`config.mk`:
```
export PLATFORM = sky130hd
export DESIGN_NAME = regfile_write_arbiter
export DESIGN_NICKNAME = d
export VERILOG_FILES = /design/src/rtl/regfile_write_arbiter_pkg.sv /design/src/rtl/regfile_write_arbiter_wb_holding_slot.sv /design/src/rtl/regfile_write_arbiter.sv
export SDC_FILE = /design/constraint.sdc
export NUM_CORES = 1
export LEC_CHECK = 0
export BUFFER_PORTS_ARGS = -buffer_cell sky130_fd_sc_hd__buf_2
export CORE_ASPECT_RATIO = 1.5
export CORE_MARGIN = 3
export CORE_UTILIZATION = 52
export DETAILED_ROUTE_END_ITERATION = 7
export GPL_TIMING_DRIVEN = 0
export PLACE_DENSITY_LB_ADDON = 0.25
export SKIP_LAST_GASP = 1
export SLEW_MARGIN = 20
export SYNTH_ARGS = -nofsm -noshare
export SYNTH_HDL_FRONTEND = slang
export SYNTH_SLANG_ARGS = --single-unit
export TNS_END_PERCENT = 5
```
`constraint.sdc`:
```
create_clock -name clk -period 2.42 [get_ports clk]
set_input_delay 0.605 -clock clk [delete_from_list [all_inputs] [get_ports clk]]
set_output_delay 0.605 -clock clk [all_outputs]
set_load 0.01 [all_outputs]
```
`src/rtl/regfile_write_arbiter_pkg.sv`:
```
// rtl/regfile_write_arbiter_pkg.sv - shared widths and types for the writeback arbiter
package regfile_write_arbiter_pkg;

    localparam int DATA_W      = 16;
    localparam int ADDR_W      = 3;
    localparam int NUM_REGS    = 1 << ADDR_W;
    localparam int STALL_CNT_W = 16;

    typedef struct packed {
        logic              valid;
        logic [ADDR_W-1:0] dest;
        logic [DATA_W-1:0] data;
    } wb_slot_t;

    typedef enum logic {
        PORT_A = 1'b0,
        PORT_B = 1'b1
    } port_t;

endpackage

```
`src/rtl/regfile_write_arbiter_wb_holding_slot.sv`:
```
// rtl/regfile_write_arbiter_wb_holding_slot.sv - one-entry writeback holding register
module wb_holding_slot #(
    parameter int DATA_W = 16,
    parameter int ADDR_W = 3
) (
    input  logic              clk,
    input  logic              rst,
    input  logic              in_valid_i,
    output logic              in_ready_o,
    input  logic [ADDR_W-1:0] in_dest_i,
    input  logic [DATA_W-1:0] in_data_i,
    input  logic              grant_i,
    output logic              load_o,
    output logic              valid_o,
    output logic [ADDR_W-1:0] dest_o,
    output logic [DATA_W-1:0] data_o
);

    logic              valid_q, valid_d;
    logic [ADDR_W-1:0] dest_q, dest_d;
    logic [DATA_W-1:0] data_q, data_d;

    // A granted occupant leaves at the same edge a new one may arrive.
    assign in_ready_o = !valid_q || grant_i;
    assign load_o     = in_valid_i && in_ready_o;

    always_comb begin
        valid_d = valid_q && !grant_i;
        dest_d  = dest_q;
        data_d  = data_q;
        if (load_o) begin
            valid_d = 1'b1;
            dest_d  = in_dest_i;
            data_d  = in_data_i;
        end
    end

    always_ff @(posedge clk or posedge rst) begin
        if (rst) begin
            valid_q <= 1'b0;
            dest_q  <= '0;
            data_q  <= '0;
        end else begin
            valid_q <= valid_d;
            dest_q  <= dest_d;
            data_q  <= data_d;
        end
    end

    assign valid_o = valid_q;
    assign dest_o  = dest_q;
    assign data_o  = data_q;

endmodule

```
`src/rtl/regfile_write_arbiter.sv`:
```
// rtl/regfile_write_arbiter.sv - two-source round-robin arbiter for the register file write port
module regfile_write_arbiter #(
    parameter int DATA_W      = regfile_write_arbiter_pkg::DATA_W,
    parameter int ADDR_W      = regfile_write_arbiter_pkg::ADDR_W,
    parameter int STALL_CNT_W = regfile_write_arbiter_pkg::STALL_CNT_W
) (
    input  logic                     clk,
    input  logic                     rst,
    input  logic                     a_valid,
    output logic                     a_ready,
    input  logic [ADDR_W-1:0]        a_dest,
    input  logic [DATA_W-1:0]        a_data,
    input  logic                     b_valid,
    output logic                     b_ready,
    input  logic [ADDR_W-1:0]        b_dest,
    input  logic [DATA_W-1:0]        b_data,
    output logic                     reg_write_en,
    output logic [ADDR_W-1:0]        reg_write_dest,
    output logic [DATA_W-1:0]        reg_write_data,
    input  logic [ADDR_W-1:0]        rd_addr_1,
    input  logic [ADDR_W-1:0]        rd_addr_2,
    output logic                     hazard_1,
    output logic                     hazard_2,
    output logic [(1<<ADDR_W)-1:0]   pending,
    output logic [STALL_CNT_W-1:0]   contention_cnt
);
    import regfile_write_arbiter_pkg::*;

    localparam int N_REGS = 1 << ADDR_W;

    logic              a_load, b_load, a_vld, b_vld, grant_a, grant_b;
    logic [ADDR_W-1:0] a_dst, b_dst;
    logic [DATA_W-1:0] a_dat, b_dat;

    port_t                  rr_q, rr_d, older_q, older_d;
    logic [STALL_CNT_W-1:0] cnt_q, cnt_d;
    logic                   both, same_dest;

    wb_holding_slot #(.DATA_W(DATA_W), .ADDR_W(ADDR_W)) u_slot_a (
        .clk(clk), .rst(rst),
        .in_valid_i(a_valid), .in_ready_o(a_ready),
        .in_dest_i(a_dest), .in_data_i(a_data),
        .grant_i(grant_a), .load_o(a_load),
        .valid_o(a_vld), .dest_o(a_dst), .data_o(a_dat)
    );

    wb_holding_slot #(.DATA_W(DATA_W), .ADDR_W(ADDR_W)) u_slot_b (
        .clk(clk), .rst(rst),
        .in_valid_i(b_valid), .in_ready_o(b_ready),
        .in_dest_i(b_dest), .in_data_i(b_data),
        .grant_i(grant_b), .load_o(b_load),
        .valid_o(b_vld), .dest_o(b_dst), .data_o(b_dat)
    );

    assign both      = a_vld && b_vld;
    assign same_dest = (a_dst == b_dst);

    // Same destination must drain in arrival order; otherwise alternate fairly.
    always_comb begin
        grant_a = 1'b0;
        if (a_vld) begin
            if (!b_vld)
                grant_a = 1'b1;
            else if (same_dest)
                grant_a = (older_q == PORT_A);
            else
                grant_a = (rr_q == PORT_A);
        end
        grant_b = b_vld && !grant_a;
    end

    always_comb begin
        rr_d = rr_q;
        if (both && !same_dest)
            rr_d = grant_a ? PORT_B : PORT_A;

        older_d = older_q;
        if (a_load && b_load)
            older_d = PORT_A;
        else if (a_load)
            older_d = PORT_B;
        else if (b_load)
            older_d = PORT_A;

        cnt_d = cnt_q;
        if (both && !(&cnt_q))
            cnt_d = cnt_q + 1'b1;
    end

    always_ff @(posedge clk or posedge rst) begin
        if (rst) begin
            rr_q    <= PORT_A;
            older_q <= PORT_A;
            cnt_q   <= '0;
        end else begin
            rr_q    <= rr_d;
            older_q <= older_d;
            cnt_q   <= cnt_d;
        end
    end

    always_comb begin
        reg_write_dest = '0;
        reg_write_data = '0;
        if (grant_a) begin
            reg_write_dest = a_dst;
            reg_write_data = a_dat;
        end else if (grant_b) begin
            reg_write_dest = b_dst;
            reg_write_data = b_dat;
        end
        reg_write_en = (grant_a || grant_b) && (reg_write_dest != '0);
    end

    // Register 0 is hardwired, so it never needs to stall decode.
    always_comb begin
        pending = '0;
        for (int d = 1; d < N_REGS; d++)
            pending[d] = (a_vld && a_dst == ADDR_W'(d)) || (b_vld && b_dst == ADDR_W'(d));
    end

    assign hazard_1       = pending[rd_addr_1];
    assign hazard_2       = pending[rd_addr_2];
    assign contention_cnt = cnt_q;

endmodule

```
==> impl_metrics.toml <==
[outcome]
failing_checks = "setup timing"
status = "complete, but fails checks"

[pwr]
max_rail_drop_vdd_mv = 0.6387
fin_total_pwr_mw = 5.886
power_per_cell_area_nw_per_um2 = 1362
pleak_nw = 2.173

[logic_synthesis]
synth_ff_type = "dfrtp_1"
portion_of_synthesized_cell_area_occupied_by_the_leading_cell_type_pct = 44.48
post_synthesis_instance_area_um2 = 3263
synth_warnings = 0
synth_area_per_cell_um2 = 10.99
ranking_of_synthesized_cells_by_area = "dfrtp_1 (44%), mux2_4 (8.7%), mux2_2 (7.6%)"
seq_area_frac_synth_pct = 44.48
synth_edf_count = 0
syn-num-nets = 346
netlist.top_cell.by_area = "dfrtp_1"
syn_inst = 297
synth_cell_types = 44
async_reset_ff_share_pct = 100.0
synth-seq-cells = 58

[clock_tree]
clkSinkCount = 58
cts_tree = "yes"
clock_tree.buffer_depth = 2
clockRootBuffer = "clkbuf_8"
clk_pin_slew_worst_paths_ns = 0.08
h-tree-depth = 3
holdBufCountCts = 0
insertion_delay_ns = 0.34
tritoncts.num_buffers = 9

[sta]
holdWs_ns = 0.3779
finalSetupViolCount = 22
finalCritPeriodShare_pct = 109.9
grt_setup_unrepaired = "yes"
timing.final.ws_setup_ns = -0.2398
timing_worst_slew_pin_value_ns = 0.6962
final_period_minus_worst_setup_slack_ns = 2.660
slew_headroom_pct = 53.58
max_clock_freq_mhz = 376.0
finalHoldViolCount = 0
slew_violations = 0
fin_worst_skew_ns = 0.01084

[floorplanning]
die_w_um = 70.68
chipHeight_um = 103.0
fp.coreArea_um2 = 5956
die_outline_area_um2 = 7281
ios = 96
fp-row-count = 34
initial_core_util_pct = 54.79

[global_routing]
grt_pass1_vias = 2684
grt_pass1_wl_mm = 12.36
grt_start_max_net_pins = 59
grt_remaining_overflow = 0
global_route.usage.total_pct = 21.70
antenna_found_initial = 0

[detailed_routing]
via_per_inst = 5.478
wl_mm = 7.985
dr_vias = 2706
drt-initial-drc-count = 124
wl_per_cell_um = 16.16
detail_route.first_pass.iterations = 4
remaining_drc_errors = 0
final_antenna_net_count = 0

[setup_path]
timing.critical_path.required_ns = 1.81
path_delay_family = "buffers and inverters"
timing_worst_setup_path_type = "flip-flop to primary output"
crit_path_frequent_cell = "buf_6"
crit_arrival_ns = 2.05
timing.critical_path.slowest_cell_delay_ns = 0.40
critPathBufInv = 4
crit_path_slowest_cell = "dfrtp_1"
end_kind = "primary output"
timing.critical_path.fanout_max = 7
startpoint_type = "flip-flop"
r2r_startpoint = "u_slot_b.dest_o[1]"
timing.critical_path.from = "u_slot_b.dest_o[1]"
cp_cell_sequence = "buf_6, xor2_2, nor4_2, nor3_2, buf_6, buf_6, mux2i_1, buf_2"

[place]
post-dp-hpwl_mm = 5.242
globalplace.congestion = 0.8345
post_dp_cell_area_um2 = 3826
buffer_ports.inserted = 94

[cells_and_area]
layout.nets = 466
area_delta_synth_final_pct = 32.40
post_route_cells_drive_above_1_share_pct = 46.45
leading_cell_type_in_the_layout_fill_and_taps_excluded = "buf_2"
multi_input_logic_area_um2 = 1675
layout.area.seq_um2 = 1451
design_area_um2 = 4320
diodes = 0
most-common-layout-cells = "buf_2 (98), dfrtp_1 (58), nand2_1 (28)"
fillers = 465

[worst_hold_path]
holdCritPathClass = "input port to asynchronous set/reset pin"

[run]
drv_cap = 0
==> path summary, 6_finish.rpt <==
path	to	slack, ns	cells after the start
max	reg_write_data[15]	-0.24	8
min	u_slot_a.data_o[6]	0.38	2
max reg2reg	u_slot_b.data_o[14]	0.41	7
min reg2reg	u_slot_a.data_o[10]	0.51	1
max in group asynchronous	contention_cnt[2]	1.58	2
min in group clk	u_slot_a.valid_o	0.48	2
==> kinds of logic after synthesis <==
group                      count (synthesis)  synth area share, %
and+or+nand+nor                           77                12.42
muxes                                     61                22.47
DFF                                       58                44.48
buffers and inverters                     43                6.288
AOI/OAI and AO/OA                         32                6.710
xor gates and xnor gates                  24                7.132
adders and majority gates                  1               0.3834
other                                      1               0.1149
==> Yosys cell counts, types with 2 or more instances <==
cell type and instances:
buf_6 2, nand3b_1 2, clkbuf_1 3, a31oi_1 4, nand2_1 28, a32oi_1 2
nand4bb_1 2, nand4_1 3, o221ai_1 2, o22ai_1 6, and2_1 2, inv_1 24
mux2i_1 20, mux2_4 19, or3_1 2, mux2_2 22, nand3_1 15, xor2_1 8
xnor2_2 3, and3_1 5, o31ai_1 2, nand2b_1 5, buf_2 8, nor2_1 2
o21ai_0 7, a21oi_1 2, buf_4 5, dfrtp_1 58, and4_1 2, nor4_1 3
xnor2_1 13, nor3_1 4
==> metal layers <==
metal / wire, µm / track usage (%) / share of wire, % / vias to the layer above
li1: - / - / - / 1269
met1: 3126 / 24.80 / 39 / 1327
met2: 4340 / 40.10 / 54 / 93
met3: 379 / 4.390 / 4.7 / 17
met4: 139 / 7.525 / 1.7 / 0
met5: 0 / 0 / 0 / -
==> layout make-up <==
| type | instances | area share (%) |
|---|---|---|
| timing repair buffer | 109 | 14.07 |
| sequential | 58 | 33.59 |
| inverter | 24 | 2.143 |
| multi-input combinational | 196 | 38.78 |
| buffer | 19 | 3.591 |
| clock inverter | 7 | 2.867 |
| clock buffer | 9 | 2.867 |
| tap | 72 | 2.085 |
==> report_power, final <==
group | switching, mW | leakage [nW] | internal [mW] | total (mW)
combinational | 1.55 | 1.35 | 1.65 | 3.20
sequential | 0.236 | 0.702 | 1.33 | 1.57
clock | 0.427 | 0.120 | 0.692 | 1.12
==> timing repair <==
item,4_1_cts,5_1_grt
buffers inserted,6,7
gates cloned,1,1
setup endpoints to repair,22,23
gates resized for setup,18,10
pin swaps,3,6
hold endpoints to repair,0,0
==> registers in the layout, indices dropped and copies added (netlist names), 3 cells and up <==
signal / cells
contention_cnt: 16
u_slot_a.data_o: 16
u_slot_a.dest_o: 3
u_slot_b.data_o: 16
u_slot_b.dest_o: 3
==> stage by stage <==
| step | cells | setup WS [ns] | TNS, ns | util, % |
|---|---|---|---|---|
| CTS | 486 | -0.2461 | -4.678 | 70.44 |
| floorplan | 297 | 0.2089 | 0 | - |
| global placement | 463 | -0.3174 | -19.04 | 64.20 |
| global route | 494 | -0.3645 | -7.096 | 72.54 |
| detailed placement | 463 | -0.08762 | -0.8505 | 64.24 |
| finish | 494 | -0.2398 | -4.446 | 72.54 |
Power figures use the tool's default switching activity.
